<file path="config.mk">
export PLATFORM = sky130hd
export DESIGN_NAME = wifi_link
export DESIGN_NICKNAME = d
export VERILOG_FILES = /design/src/rtl/wifi_link.sv
export SDC_FILE = /design/constraint.sdc
export NUM_CORES = 1
export LEC_CHECK = 0
export CAP_MARGIN = 30
export CORE_AREA = 8 8 69 115
export DETAILED_ROUTE_END_ITERATION = 10
export DIE_AREA = 0 0 77 123
export PLACE_DENSITY = 0.71
export SYNTH_ARGS = -nofsm -noshare
export SYNTH_HDL_FRONTEND = slang
export SYNTH_SLANG_ARGS = --single-unit
</file>
<file path="constraint.sdc">
create_clock -name clk -period 2.1 [get_ports clk]
set_clock_uncertainty 0.2 [all_clocks]
set_input_delay 0.315 -clock clk [delete_from_list [all_inputs] [get_ports clk]]
set_output_delay 0.315 -clock clk [all_outputs]
set_load 0.01 [all_outputs]
</file>
<file path="src/rtl/wifi_link.sv">
// wifi_link: UART 8N1 bridge between a serial Wi-Fi module and the alarm controller.
// Ports: clk, reset (async, active-high); uart_rx/uart_tx serial lines (idle high);
// alert/state_code status in; cmd/cmd_valid decoded remote command out;
// tx_busy while a status frame is on the line; frame_err pulses on a bad stop bit.
module wifi_link #(
  parameter int CLKS_PER_BIT = 5208,
  parameter int CMD_HOLD     = 4
) (
  input  logic       clk,
  input  logic       reset,
  input  logic       uart_rx,
  output logic       uart_tx,
  input  logic       alert,
  input  logic [1:0] state_code,
  output logic [3:0] cmd,
  output logic       cmd_valid,
  output logic       tx_busy,
  output logic       frame_err
);
  localparam int CW = $clog2(CLKS_PER_BIT);
  localparam int HW = $clog2(CMD_HOLD + 1);
  localparam logic [CW-1:0] BIT_LAST = CW'(CLKS_PER_BIT - 1);
  localparam logic [CW-1:0] BIT_HALF = CW'(CLKS_PER_BIT / 2 - 1);
  typedef enum logic [1:0] {IDLE, START, DATA, STOP} uart_state_t;
  logic [2:0]    rx_sync_q;
  uart_state_t   rx_state_q, rx_state_d;
  logic [CW-1:0] rx_cnt_q, rx_cnt_d;
  logic [2:0]    rx_bit_q, rx_bit_d;
  logic [7:0]    rx_shift_q, rx_shift_d;
  logic [3:0]    cmd_q, cmd_d, rx_code;
  logic [HW-1:0] hold_q, hold_d;
  logic          ferr_q, ferr_d, rx_line, rx_fall, rx_bit_end, rx_new;
  uart_state_t   tx_state_q, tx_state_d;
  logic [CW-1:0] tx_cnt_q, tx_cnt_d;
  logic [2:0]    tx_bit_q, tx_bit_d, snap_q, snap_d, status;
  logic          tx_idx_q, tx_idx_d, tx_q, tx_d, busy_q, tx_bit_end;
  logic [7:0]    tx_byte;
  // rx_sync_q[1] is the synchronized line; [2] is its previous value for edge detection
  assign rx_line    = rx_sync_q[1];
  assign rx_fall    = rx_sync_q[2] & ~rx_sync_q[1];
  assign rx_bit_end = rx_cnt_q == BIT_LAST;
  assign rx_code    = rx_shift_q == 8'h44 ? 4'b1010 :
                      rx_shift_q == 8'h41 ? 4'b1011 :
                      rx_shift_q == 8'h45 ? 4'b1100 : 4'b0000;
  assign status     = {alert, state_code};
  assign tx_bit_end = tx_cnt_q == BIT_LAST;
  always_comb begin
    rx_state_d = rx_state_q;
    rx_cnt_d   = rx_bit_end ? '0 : rx_cnt_q + 1'b1;
    rx_bit_d   = rx_bit_q;
    rx_shift_d = rx_shift_q;
    ferr_d     = 1'b0;
    rx_new     = 1'b0;
    case (rx_state_q)
      IDLE: begin
        rx_cnt_d = '0;
        if (rx_fall) rx_state_d = START;
      end
      START: if (rx_cnt_q == BIT_HALF) begin
        rx_cnt_d   = '0;
        rx_bit_d   = '0;
        rx_state_d = rx_line ? IDLE : DATA;
      end
      DATA: if (rx_bit_end) begin
        rx_shift_d = {rx_line, rx_shift_q[7:1]};
        rx_bit_d   = rx_bit_q + 1'b1;
        if (rx_bit_q == 3'd7) rx_state_d = STOP;
      end
      default: if (rx_bit_end) begin
        rx_state_d = IDLE;
        ferr_d     = ~rx_line;
        rx_new     = rx_line & (rx_code != 4'b0000);
      end
    endcase
    // a fresh command overrides whatever is being held and restarts the hold
    cmd_d  = rx_new ? rx_code : hold_q == HW'(1) ? 4'b0000 : cmd_q;
    hold_d = rx_new ? HW'(CMD_HOLD) : hold_q != '0 ? hold_q - 1'b1 : hold_q;
  end
  always_comb begin
    tx_state_d = tx_state_q;
    tx_cnt_d   = tx_bit_end ? '0 : tx_cnt_q + 1'b1;
    tx_bit_d   = tx_bit_q;
    tx_idx_d   = tx_idx_q;
    snap_d     = snap_q;
    case (tx_state_q)
      IDLE: begin
        tx_cnt_d = '0;
        tx_bit_d = '0;
        tx_idx_d = 1'b0;
        if (status != snap_q) begin
          snap_d     = status;
          tx_state_d = START;
        end
      end
      START: if (tx_bit_end) tx_state_d = DATA;
      DATA: if (tx_bit_end) begin
        tx_bit_d = tx_bit_q + 1'b1;
        if (tx_bit_q == 3'd7) tx_state_d = STOP;
      end
      default: if (tx_bit_end) begin
        tx_state_d = tx_idx_q ? IDLE : START;
        tx_idx_d   = 1'b1;
      end
    endcase
    // the line level is registered from the next state so uart_tx never glitches
    tx_byte = tx_idx_d ? {5'b00110, snap_d} : 8'h53;
    tx_d    = tx_state_d == START ? 1'b0 : tx_state_d == DATA ? tx_byte[tx_bit_d] : 1'b1;
  end
  always_ff @(posedge clk or posedge reset) begin
    if (reset) begin
      rx_sync_q  <= 3'b111;
      rx_state_q <= IDLE;
      rx_cnt_q   <= '0;
      rx_bit_q   <= '0;
      rx_shift_q <= '0;
      cmd_q      <= '0;
      hold_q     <= '0;
      ferr_q     <= 1'b0;
      tx_state_q <= IDLE;
      tx_cnt_q   <= '0;
      tx_bit_q   <= '0;
      tx_idx_q   <= 1'b0;
      snap_q     <= '0;
      tx_q       <= 1'b1;
      busy_q     <= 1'b0;
    end else begin
      rx_sync_q  <= {rx_sync_q[1:0], uart_rx};
      rx_state_q <= rx_state_d;
      rx_cnt_q   <= rx_cnt_d;
      rx_bit_q   <= rx_bit_d;
      rx_shift_q <= rx_shift_d;
      cmd_q      <= cmd_d;
      hold_q     <= hold_d;
      ferr_q     <= ferr_d;
      tx_state_q <= tx_state_d;
      tx_cnt_q   <= tx_cnt_d;
      tx_bit_q   <= tx_bit_d;
      tx_idx_q   <= tx_idx_d;
      snap_q     <= snap_d;
      tx_q       <= tx_d;
      busy_q     <= tx_state_d != IDLE;
    end
  end
  assign uart_tx   = tx_q;
  assign tx_busy   = busy_q;
  assign cmd       = cmd_q;
  assign cmd_valid = |cmd_q;
  assign frame_err = ferr_q;
endmodule

</file>
==> metrics.md <==
| Metric | Value |
|---|---|
| Comb pwr share | under 10% |
| Dpl ws | -0.121 ns |
| DP Area | about 3500 um^2 |
| Gp weighted congestion | between 0.8 and 0.9 |
| WHS Endpoint | rx_sync_q[1] |
| Netlist Area Pre-Place | 3060 um^2 |
| Antenna violations before repair | 0 |
| Average size of a mapped cell | ~11 um^2 |
| RSZ-0062 raised after global routing | yes |
| Cell variety after synth | 48 |
| Largest family of logic cells by synthesized area | simple AND/OR/NAND/NOR gates |
| Post-synth top area cell | dfrtp_1 |
| CTS tree | done |
| Maximum vdd ir drop | about 0.55 mV |
| Setup ws final | -0.0422 ns |
| Ant. Diodes | 0 |
| Post-synthesis mux area share | 6.63% |
| Post-Route WL | 5900 um |
| # hold bufs at CTS | 0 |
| # H-tree levels | 3 |
| Internal | about 2.6 mW |
| Via count | roughly 2200 |
| Worst relative slew slack | between 70% and 80% |
| Status | complete, but fails checks |
| Worst Hold Class | flop to flop |
| Count of non-filler cells in the finished layout | approximately 420 |
| Initial Utilization | between 40% and 50% |
| I/O Buffers | 13 |
| CTS sink count | slightly above 60 |
| Hold Vio Cnt, Final | 0 |
| Die Y | about 120 um |
| Final slew viol count | 0 |
| Ys Warns | 0 |
| I/O pins | 14 |
| Delay-heaviest family, CP | simple AND/OR/NAND/NOR gates |
| TritonCTS buffer count | 9 |
| Post-synthesis compound-gate area fraction | 5.28% |
| Die span in x | 77 um |
| Clk_lat worst skew | between 0.3 and 0.4 ns |
| Clock-pin slew on the worst setup and hold paths | about 0.05 ns |
| Simple-gate share of the synthesized area | between 20% and 30% |
| Critical path endpoint category | flop |
| Vias per cell | ~5.3 |
| Core Rows | 39 |
| Tcrit/Tclk final | 102% |
| Tot GR Track Use | approximately 14% |
| Leak | 1.91 nW |
| Sw Ratio | 21.2% |
| Seq/Total Area, Yosys | 50.1% |
| Crit-path slowest cell | or4b_1 |
| Clk pwr share | between 50 and 60% |
| CP arrival | about 2.2 ns |
| Mapped Nets | around 310 |
| Dpl cells | 406 |
| Design area | between 3000 and 4000 um^2 |
| CP Max Fanout | 3 |
| Core ar. | 6440 um^2 |
| Buffer and inverter count on the worst path | 1 |
| Reg2reg start | tx_state_q[0] |
| Layout fillers | approximately 530 |
| Die area | between 9000 and 10000 um^2 |
| Worst Path Required | between 2 and 2.5 ns |
| Violated checks | setup timing |
| Yosys reg bits | 61 |
| Initial drt markers | 83 |
| Layout area overhead | 28.4% |
| Clk root buf | clkbuf_16 |
| Post-DP HPWL | 4060 um |
| Largest net degree at the start of global routing | slightly above 60 |
| Clock Path Buffers | 2 |
| Flop pwr share | 39.6% |
| Synth top area share | 46.7% |
| Max Clk Rate | about 470 MHz |
| GRT Residual Overflow | 0 |
| Global-route wire length before repair | 10500 um |
| Reg-to-Reg End | uart_tx |
| Wirelength per Cell | ~14 um |
| Hold path startpoint | rx_sync_q[0] |
| Max_cap viols | 0 |
| Share of layout cells above drive strength 1 | between 20 and 25% |
| Mapped Cells | between 200 and 300 |
| Power Dens Cells | around 830 nW/um^2 |
| CP Cell Sequence | inv_2, ha_4, mux2_4, mux2i_1, nor2_1, or4b_1, nand3b_1, a22oi_1 |
| Nets | about 360 |
| Slowest cell delay on critical path | 0.50 ns |
| Vias in the first global route | 2382 |
| Synth Area in XOR/XNOR | roughly 7.7% |
| Worst Setup Start Kind | flop |
| Post-Synth Adder-Cell Area | ~5.7% |
| Reg2Reg Setup Slack | -0.04 ns |
| Worst r2r path cells | 8 |
| Cells on Worst Hold Path | 0 |
| Drt pass-1 iters | 4 |
| Final Setup Violations | 1 |
| Synth top area cells | dfrtp_1 47%, ha_1 5.7%, nor2_1 4.3% |
| Psw | 691 uW |
| Residual DRC | 0 |
| Crit path kind | flop to flop |
| Routed Antenna Nets | 0 |
| WHS | roughly 0.16 ns |
| Worst Tran Pin Value | between 0.3 and 0.4 ns |
| Tmin final | ~2.1 ns |
==> metrics by stage <==
stage | power, mW | utilization, % | setup TNS [ns]
2_1_floorplan | 1.45 | - | -0.0357
3_3_place_gp | 1.53 | 54.5 | -0.108
3_5_place_dp | 1.54 | 54.5 | -0.121
4_1_cts | 3.29 | 60.3 | -0.0466
5_1_grt | 3.40 | 60.9 | -0.145
6_report | 3.25 | 60.9 | -0.0422
==> kinds of logic (layout without fill, tap and decap cells) <==
logic type | after synthesis | in the layout
muxes | 19 | 19
buffers and inverters | 23 | 77
and+or+nand+nor | 119 | 119
xor gates and xnor gates | 27 | 27
AOI/OAI and AO/OA | 25 | 25
DFF | 61 | 61
adders and majority gates | 14 | 14
==> cell type report <==
cell class	instances	area (um^2)	area share, %
Clock buffer	11	253	6.44
Sequential cell	61	1530	39.0
Timing Repair Buffer	44	374	9.54
Multi-Input combinational cell	204	1490	38.0
Inverter	17	63.8	1.63
Tap cell	82	103	2.62
Clock inverter	5	106	2.71
==> worst register-to-register path, cell delays in order, from the launching register on <==
cell      delay (ns)
dfrtp_1         0.40
inv_2           0.10
ha_4            0.16
mux2_4          0.31
mux2i_1         0.16
nor2_1          0.07
or4b_1          0.50
nand3b_1        0.10
a22oi_1         0.07
==> cells in the mapped netlist (all sizes together) <==
cell type and count:
a211o 1, a211oi 1, a21boi 1, a21oi 5, a22oi 3, and2 2
and3 9, and3b 1, and4b 1, and4bb 4, buf 3, clkbuf 3
dfrtp 57, dfstp 4, ha 14, inv 17, mux2 10, mux2i 9
nand2 19, nand2b 3, nand3 21, nand3b 1, nand4 4, nand4b 1
nor2 36, nor2b 1, nor3 5, nor3b 1, nor4 1, nor4b 4
o21a 1, o21ai 7, o22a 2, o22ai 3, o31ai 1, or2 3
or4 1, or4b 1, xnor2 14, xor2 13
==> power by group through the flow <==
stage	Clock, mW	Combinational (mW)	Sequential [mW]
after global placement	0	0.220	1.31
after CTS	1.77	0.231	1.29
final	1.74	0.230	1.29
after detailed placement	0	0.230	1.31
after global routing	1.83	0.271	1.30
after floorplan	0	0.162	1.29
==> flip-flops by register name (all words and copies together), names as in the netlist, 3 cells and up <==
register and cells:
rx_cnt_q 13, tx_cnt_q 13, rx_shift_q 8, cmd 4
hold_q 3, rx_bit_q 3, rx_sync_q 3, snap_q 3
tx_bit_q 3
==> routing by layer <==
layer | track usage, % | routed length [um]
met3 | 2.69 | 132
met1 | 13.2 | 2260
met2 | 25.7 | 3300
met4 | 10.1 | 210
met5 | 0 | 0
==> worst max-delay path by stage <==
stage                         end  cells after the start     startpoint  slack [ns]
after floorplan           uart_tx                      9  tx_state_q[0]       -0.04
after global placement    uart_tx                      7  state_code[1]       -0.11
after detailed placement  uart_tx                      7  state_code[1]       -0.12
after CTS                 uart_tx                      8  tx_state_q[1]       -0.05
after global routing      uart_tx                      8  tx_state_q[0]       -0.13
final                     uart_tx                      8  tx_state_q[0]       -0.04
==> layout by cell type, fill, tap and decap left out, types with 8 or more instances in the layout <==
master           instances
buf_4                   30
inv_1                   14
nand2_1                 19
xor2_1                  13
mux2_2                   8
clkbuf_16                9
mux2i_1                  8
nor2_1                  35
xnor2_1                 14
nand3_1                 21
dfrtp_1                 57
ha_1                    12
clkdlybuf4s50_1         12
==> timing repair <==
| item | in CTS | in global routing |
|---|---|---|
| setup buffers | 1 | 1 |
| gates cloned | 0 | 0 |
| resized for setup | 3 | 7 |
| endpoints found under the setup margin | 2 | 18 |
| pin swaps | 0 | 1 |
Note: power is estimated with default switching activity, not from simulation.
